==> src/rtl/png_put_pixels.sv <==
// Packs a raster R,G,B byte stream into 8-pixel block-line words (one 64b word per colour),
// then pads the picture with all-zero lines up to a whole 8-line block row.
module png_put_pixels (
    input  logic        clk,
    input  logic        rst,
    input  logic [10:0] pic_width,
    input  logic [10:0] pic_height,
    input  logic [7:0]  pixel_in_data,
    input  logic        pixel_in_valid,
    output logic        pixel_in_rdy,
    output logic        word_vld,
    input  logic        word_rdy,
    output logic [2:0]  word_line,
    output logic [7:0]  word_xblk,
    output logic [63:0] word_r,
    output logic [63:0] word_g,
    output logic [63:0] word_b,
    output logic        frame_done,
    output logic [1:0]  state_dbg
);

    // Handshakes: a transfer happens on a rising edge where valid & ready are both high;
    // a producer holds its payload stable while valid is high and ready is low.

    typedef enum logic [1:0] {COLLECT = 2'd0, PADY = 2'd1, DONE = 2'd2} state_t;

    state_t      state, state_nxt;
    logic [1:0]  rgb_cnt;
    logic [10:0] x_cnt, y_cnt;
    logic [63:0] stage_r, stage_g, stage_b;
    logic [63:0] stage_r_nxt, stage_g_nxt, stage_b_nxt;
    logic [7:0]  pad_xblk;
    logic        last_word;

    logic [10:0] width_m1, height_m1;
    logic [5:0]  lane_sh;
    logic        in_fire, word_fire, x_last, y_last;
    logic        seg_close, frame_close, pad_load, pad_xlast, pad_last;

    assign width_m1    = pic_width - 11'd1;
    assign height_m1   = pic_height - 11'd1;
    assign pixel_in_rdy = (state == COLLECT) & ~word_vld;
    assign in_fire     = pixel_in_valid & pixel_in_rdy;
    assign word_fire   = word_vld & word_rdy;
    assign x_last      = (x_cnt == width_m1);
    assign y_last      = (y_cnt == height_m1);
    assign seg_close   = in_fire & (rgb_cnt == 2'd2) & ((x_cnt[2:0] == 3'd7) | x_last);
    assign frame_close = seg_close & x_last & y_last;
    assign pad_load    = (state == PADY) & ~word_vld & ~last_word;
    assign pad_xlast   = (pad_xblk == width_m1[10:3]);
    assign pad_last    = pad_xlast & (y_cnt[2:0] == 3'd7);
    assign frame_done  = (state == DONE);
    assign state_dbg   = state;

    // Lane 0 sits in the top byte, so the bit offset is 8*(7-lane) = {~lane, 3'b000}.
    assign lane_sh = {~x_cnt[2:0], 3'b000};

    always_comb begin
        stage_r_nxt = stage_r;
        stage_g_nxt = stage_g;
        stage_b_nxt = stage_b;
        if (in_fire) begin
            case (rgb_cnt)
                2'd0:    stage_r_nxt[lane_sh +: 8] = pixel_in_data;
                2'd1:    stage_g_nxt[lane_sh +: 8] = pixel_in_data;
                2'd2:    stage_b_nxt[lane_sh +: 8] = pixel_in_data;
                default: ;
            endcase
        end
    end

    always_comb begin
        state_nxt = state;
        case (state)
            COLLECT: begin
                if (frame_close && (pic_height[2:0] != 3'd0))
                    state_nxt = PADY;
                else if (word_fire && last_word)
                    state_nxt = DONE;
            end
            PADY:    if (word_fire && last_word) state_nxt = DONE;
            DONE:    state_nxt = COLLECT;
            default: state_nxt = COLLECT;
        endcase
    end

    always_ff @(posedge clk or posedge rst) begin
        if (rst) state <= COLLECT;
        else     state <= state_nxt;
    end

    always_ff @(posedge clk or posedge rst) begin
        if (rst) begin
            rgb_cnt   <= 2'd0;
            x_cnt     <= 11'd0;
            y_cnt     <= 11'd0;
            stage_r   <= 64'd0;
            stage_g   <= 64'd0;
            stage_b   <= 64'd0;
            pad_xblk  <= 8'd0;
            last_word <= 1'b0;
            word_vld  <= 1'b0;
            word_line <= 3'd0;
            word_xblk <= 8'd0;
            word_r    <= 64'd0;
            word_g    <= 64'd0;
            word_b    <= 64'd0;
        end else if (state == DONE) begin
            rgb_cnt   <= 2'd0;
            x_cnt     <= 11'd0;
            y_cnt     <= 11'd0;
            pad_xblk  <= 8'd0;
            last_word <= 1'b0;
        end else begin
            if (in_fire) begin
                rgb_cnt <= (rgb_cnt == 2'd2) ? 2'd0 : rgb_cnt + 2'd1;
                if (rgb_cnt == 2'd2) begin
                    if (x_last) begin
                        x_cnt <= 11'd0;
                        y_cnt <= y_cnt + 11'd1;
                    end else begin
                        x_cnt <= x_cnt + 11'd1;
                    end
                end
            end

            // Clearing on close leaves unused tail lanes of the last block column at zero.
            if (seg_close) begin
                stage_r <= 64'd0;
                stage_g <= 64'd0;
                stage_b <= 64'd0;
            end else begin
                stage_r <= stage_r_nxt;
                stage_g <= stage_g_nxt;
                stage_b <= stage_b_nxt;
            end

            if (seg_close) begin
                word_vld  <= 1'b1;
                word_line <= y_cnt[2:0];
                word_xblk <= x_cnt[10:3];
                word_r    <= stage_r_nxt;
                word_g    <= stage_g_nxt;
                word_b    <= stage_b_nxt;
                last_word <= frame_close & (pic_height[2:0] == 3'd0);
            end else if (pad_load) begin
                word_vld  <= 1'b1;
                word_line <= y_cnt[2:0];
                word_xblk <= pad_xblk;
                word_r    <= 64'd0;
                word_g    <= 64'd0;
                word_b    <= 64'd0;
                last_word <= pad_last;
                if (pad_xlast) begin
                    pad_xblk <= 8'd0;
                    y_cnt    <= y_cnt + 11'd1;
                end else begin
                    pad_xblk <= pad_xblk + 8'd1;
                end
            end else if (word_fire) begin
                word_vld <= 1'b0;
            end
        end
    end

endmodule

==> config.mk <==
export PLATFORM = sky130hd
export DESIGN_NAME = png_put_pixels
export DESIGN_NICKNAME = d
export VERILOG_FILES = /design/src/rtl/png_put_pixels.sv
export SDC_FILE = /design/constraint.sdc
export NUM_CORES = 1
export LEC_CHECK = 0
export CORE_ASPECT_RATIO = 0.7
export CORE_MARGIN = 2
export CORE_UTILIZATION = 56
export DETAILED_ROUTE_END_ITERATION = 6
export GPL_ROUTABILITY_DRIVEN = 0
export MAX_ROUTING_LAYER = met4
export PLACE_DENSITY = 0.89
export SLEW_MARGIN = 20
export SYNTH_ARGS = -nofsm -noshare
export SYNTH_HDL_FRONTEND = slang
export SYNTH_SLANG_ARGS = --single-unit
==> constraint.sdc <==
create_clock -name clk -period 15.1 [get_ports clk]
set_input_delay 1.51 -clock clk [delete_from_list [all_inputs] [get_ports clk]]
set_output_delay 1.51 -clock clk [all_outputs]
set_load 0.01 [all_outputs]
==> out/results.ini <==
[clock_network]
cts.sinks = 431
cts_tree = yes
cts_buffer_depth = 3
root_buffer = clkbuf_16
clock_latency_ns = 0.56
path_clk_slew_ns = 0.07
htree_levels = 2
cts_resized = 0
postCtsHoldBufs = 0
post-cts-setup-buffer-count = 0
cts_buffers = 40

[global_route]
grt_pass1_vias = 15404
grt_pass1_wl_microns = 84200
gr-usage-met2_pct = 45.2
grt_max_degree = 198
grt.overflow.total = 0
met3_usage_pct = 4.34
grt_use_met1_pct = 41.3
grt_busiest_layer = met2
grt_antenna_before_repair = 0
track_usage_pct = 29.7

[route]
wire_per_inst_microns = 20.7
drc = 0
vias = 15493
first_pass_iters = 6
antenna_left = 0
viasPerCell = 6.00
wl_microns = 53500
drt_iter0_drc = 1654

[sta]
skew_ns = 0.0226
finalSetupViolations = 0
period_needed_ns = 5.53
finalSetupTns_ns = 0
grt_setup_unrepaired = false
tightest_slew_ns = 1.10
finalCritPeriodShare_pct = 36.6
final-max-slew-violation-count = 0
fmax_ghz = 0.181
slew_headroom_pct = 26.6
layout_setup_ws_ns = 9.57
hold_viol_final = 0

[synthesis]
yosys.area.top_type = dfrtp_1
avgSynthCellArea_sq_um = 10.2
synth-simple-area-share_pct = 14.8
synth-compound-area-share_pct = 12.2
yosysTopAreaCellShare_pct = 54.5
synth_edf_count = 0
synth-xor-area-share_pct = 2.00
synth_fa_ha_area_share_pct = 0.506
netlist-cell-type-count = 59
yosys_register_bits = 431
synth_nets = 1978
synth-async-reset-ratio_pct = 100
synth_area_leaders = dfrtp_1 55%, mux2i_1 12%, nand2_1 7.8%
ys_seq_area_share_pct = 54.5
synth_area_sq_um = 19800
synth_top_family_by_area = simple AND/OR/NAND/NOR gates
ys_warn_count = 0
synth_cells = 1936
synth.area.mux_share_pct = 12.1
synth_ff_type = dfrtp_1

[floorplanning]
initial_utilization_pct = 57.0
die_width_microns = 229
coreArea_sq_um = 34700
die-area_sq_um = 36900
ios = 242
num_rows = 57
chipHeight_microns = 161

[power]
comb_power_share_pct = 27.3
swShare_pct = 30.9
internal-power_mw = 2.56
p_sw_mw = 1.14
max-vdd-ir-drop_mv = 0.0838
clkPwrFrac_pct = 29.3
p_per_area_nw_per_um2 = 156
power.leakage_nw = 11.2
seqPwrFrac_pct = 43.4

[final_layout]
area_growth_pct = 19.9
fillers = 2556
finalInstanceArea_sq_um = 23700
layout-drive-gt1-share_pct = 5.02
final_cells = 2584
layout.nets = 2122
post-route-util_pct = 68.3
num_antenna_cells = 0

[placement]
placed_cells = 2508
dp_worst_setup_slack_ns = 9.04
io_buffers = 241
post_dp_cell_area_sq_um = 22300
hpwlAfterDp_microns = 34500

[min_path]
timing.hold.worst.class = reg2reg
hold_depth = 1
whs_endpoint = stage_b[6]$_DFFE_PP0N_
hold_path.startpoint = stage_b[6]$_DFFE_PP0N_

[critical_path]
critical-path-slowest-cell = buf_4
r2r-end = word_r[48]$_DFFE_PP0P_
critPathLaunchType = primary input
r2r_start = word_vld$_DFFE_PP0P_
critical_path_class = in2reg
r2r_cells = 7
cp.required_ns = 15.57
crit_chain = clkdlybuf4s50_1 > inv_1 > ha_1 > or3b_2 > nor4_4 > xnor2_1 > nor4_2 > a21oi_1 > nor2_4 > buf_4 > mux2i_1
critPathMaxStageDelay_ns = 0.93
crit_arrival_ns = 6.00
r2r_setup_slack_ns = 10.84
cp_max_fo = 84
critPathCaptureType = flip-flop

[run_status]
run_status = complete, no violations

[job]
drv_cap = 0

layout make-up:
class                      count  area [sq um]  share of cell area (%)
clock buffer                  55          1130                    4.76
clock inverter                19           265                    1.12
inverter                      14          60.1                   0.253
multi-input combinational   1332          8260                    34.8
sequential                   431         10800                    45.5
tap                          472           591                    2.49
timing repair buffer         261          2630                    11.1
worst max-delay path by stage:
stage / slack [ns] / depth (start not counted) / startpoint / end
detailed placement: 9.04 / 11 / pic_width[0] / word_r[48]$_DFFE_PP0P_
global route: 9.36 / 11 / pic_width[0] / word_r[9]$_DFFE_PP0P_
CTS: 9.65 / 11 / pic_width[0] / word_r[48]$_DFFE_PP0P_
global placement: 9.26 / 9 / pic_width[4] / word_r[48]$_DFFE_PP0P_
floorplan: 1.59 / 1 / rst / last_word$_DFFE_PP0P_
finish: 9.57 / 11 / pic_width[0] / word_r[48]$_DFFE_PP0P_
per-layer routing:
metal	share of wire [%]	vias to the layer above
met5	0	-
met4	3.0	0
met3	6.8	117
met2	46	638
met1	44	7759
li1	-	6979
stage by stage:
stage	power (mW)	hold WS, ns
detailed placement	2.61	0.475
global placement	2.55	0.468
CTS	3.71	0.495
floorplan	2.17	0.453
finish	3.70	0.497
global route	3.88	0.513
power groups by stage:
stage               Clock [mW]  Sequential, mW  Combinational, mW
floorplan                    0            1.63              0.541
global placement             0            1.61              0.943
detailed placement           0            1.62              0.994
CTS                       1.09            1.60               1.01
global route              1.15            1.63               1.10
finish                    1.08            1.61               1.01
synthesized netlist by cell type (3+ instances only):
| cell | count |
|---|---|
| a21o_1 | 3 |
| a22o_1 | 5 |
| dfrtp_1 | 431 |
| nor2_1 | 121 |
| o22ai_1 | 124 |
| ha_1 | 8 |
| nor3b_1 | 9 |
| a21oi_1 | 61 |
| o21ai_1 | 5 |
| nand3b_1 | 3 |
| or3_1 | 4 |
| a31oi_1 | 8 |
| nor4_1 | 8 |
| mux2_4 | 5 |
| nor3_1 | 22 |
| buf_6 | 8 |
| nand3_1 | 27 |
| o21ai_0 | 21 |
| and3_1 | 14 |
| nand2_1 | 413 |
| nand2b_1 | 16 |
| nand4b_1 | 4 |
| nand4_1 | 4 |
| buf_2 | 30 |
| nor2b_1 | 5 |
| a2111o_1 | 4 |
| mux2i_1 | 231 |
| xnor2_1 | 25 |
| inv_1 | 13 |
| clkbuf_1 | 112 |
| a32o_1 | 3 |
| o21a_1 | 118 |
| buf_4 | 7 |
| xor2_1 | 15 |
| and2_1 | 16 |
| or4_1 | 3 |
worst max-delay path, delay by kind of cell:
| family | cells | cell delay [ns] |
|---|---|---|
| AND/OR/NAND/NOR | 4 | 1.98 |
| buffers and inverters | 3 | 1.51 |
| multiplexers | 1 | 0.30 |
| AO/OA/AOI/OAI | 1 | 0.24 |
| adder cells (fa/ha/maj) | 1 | 0.20 |
| XOR/XNOR | 1 | 0.17 |
flip-flops by register name, summed over array words and instances (netlist names):
register   flops
stage_r       64
stage_g       64
word_vld       1
last_word      1
word_r        64
rgb_cnt        2
state_dbg      2
word_xblk      8
word_line      3
word_b        64
y_cnt         11
word_g        64
x_cnt         11
stage_b       64
pad_xblk       8
logic make-up after synthesis:
group | count (synthesis)
xor+xnor | 42
mux | 237
fa+ha+maj | 8
compound gates | 366
buf+inv | 173
flops | 431
simple gates | 679
layout by cell type, fill, tap and decap left out, drive strengths merged, types with 5 or more instances in the layout:
cell type and count:
o22ai 124, o21ai 26, nor3 23, inv 16
nand2 413, nor4 10, o21a 118, dfrtp 431
nor3b 9, clkbuf 55, nand3 27, xnor2 25
nor2 122, a22o 5, buf 20, mux2i 231
bufinv 6, ha 8, clkinv 9, and2 16
clkdlybuf4s50 241, a31oi 8, nand2b 16, mux2 6
xor2 15, a21oi 61, and3 14, nor2b 5
Note: power is estimated with default switching activity, not from simulation.
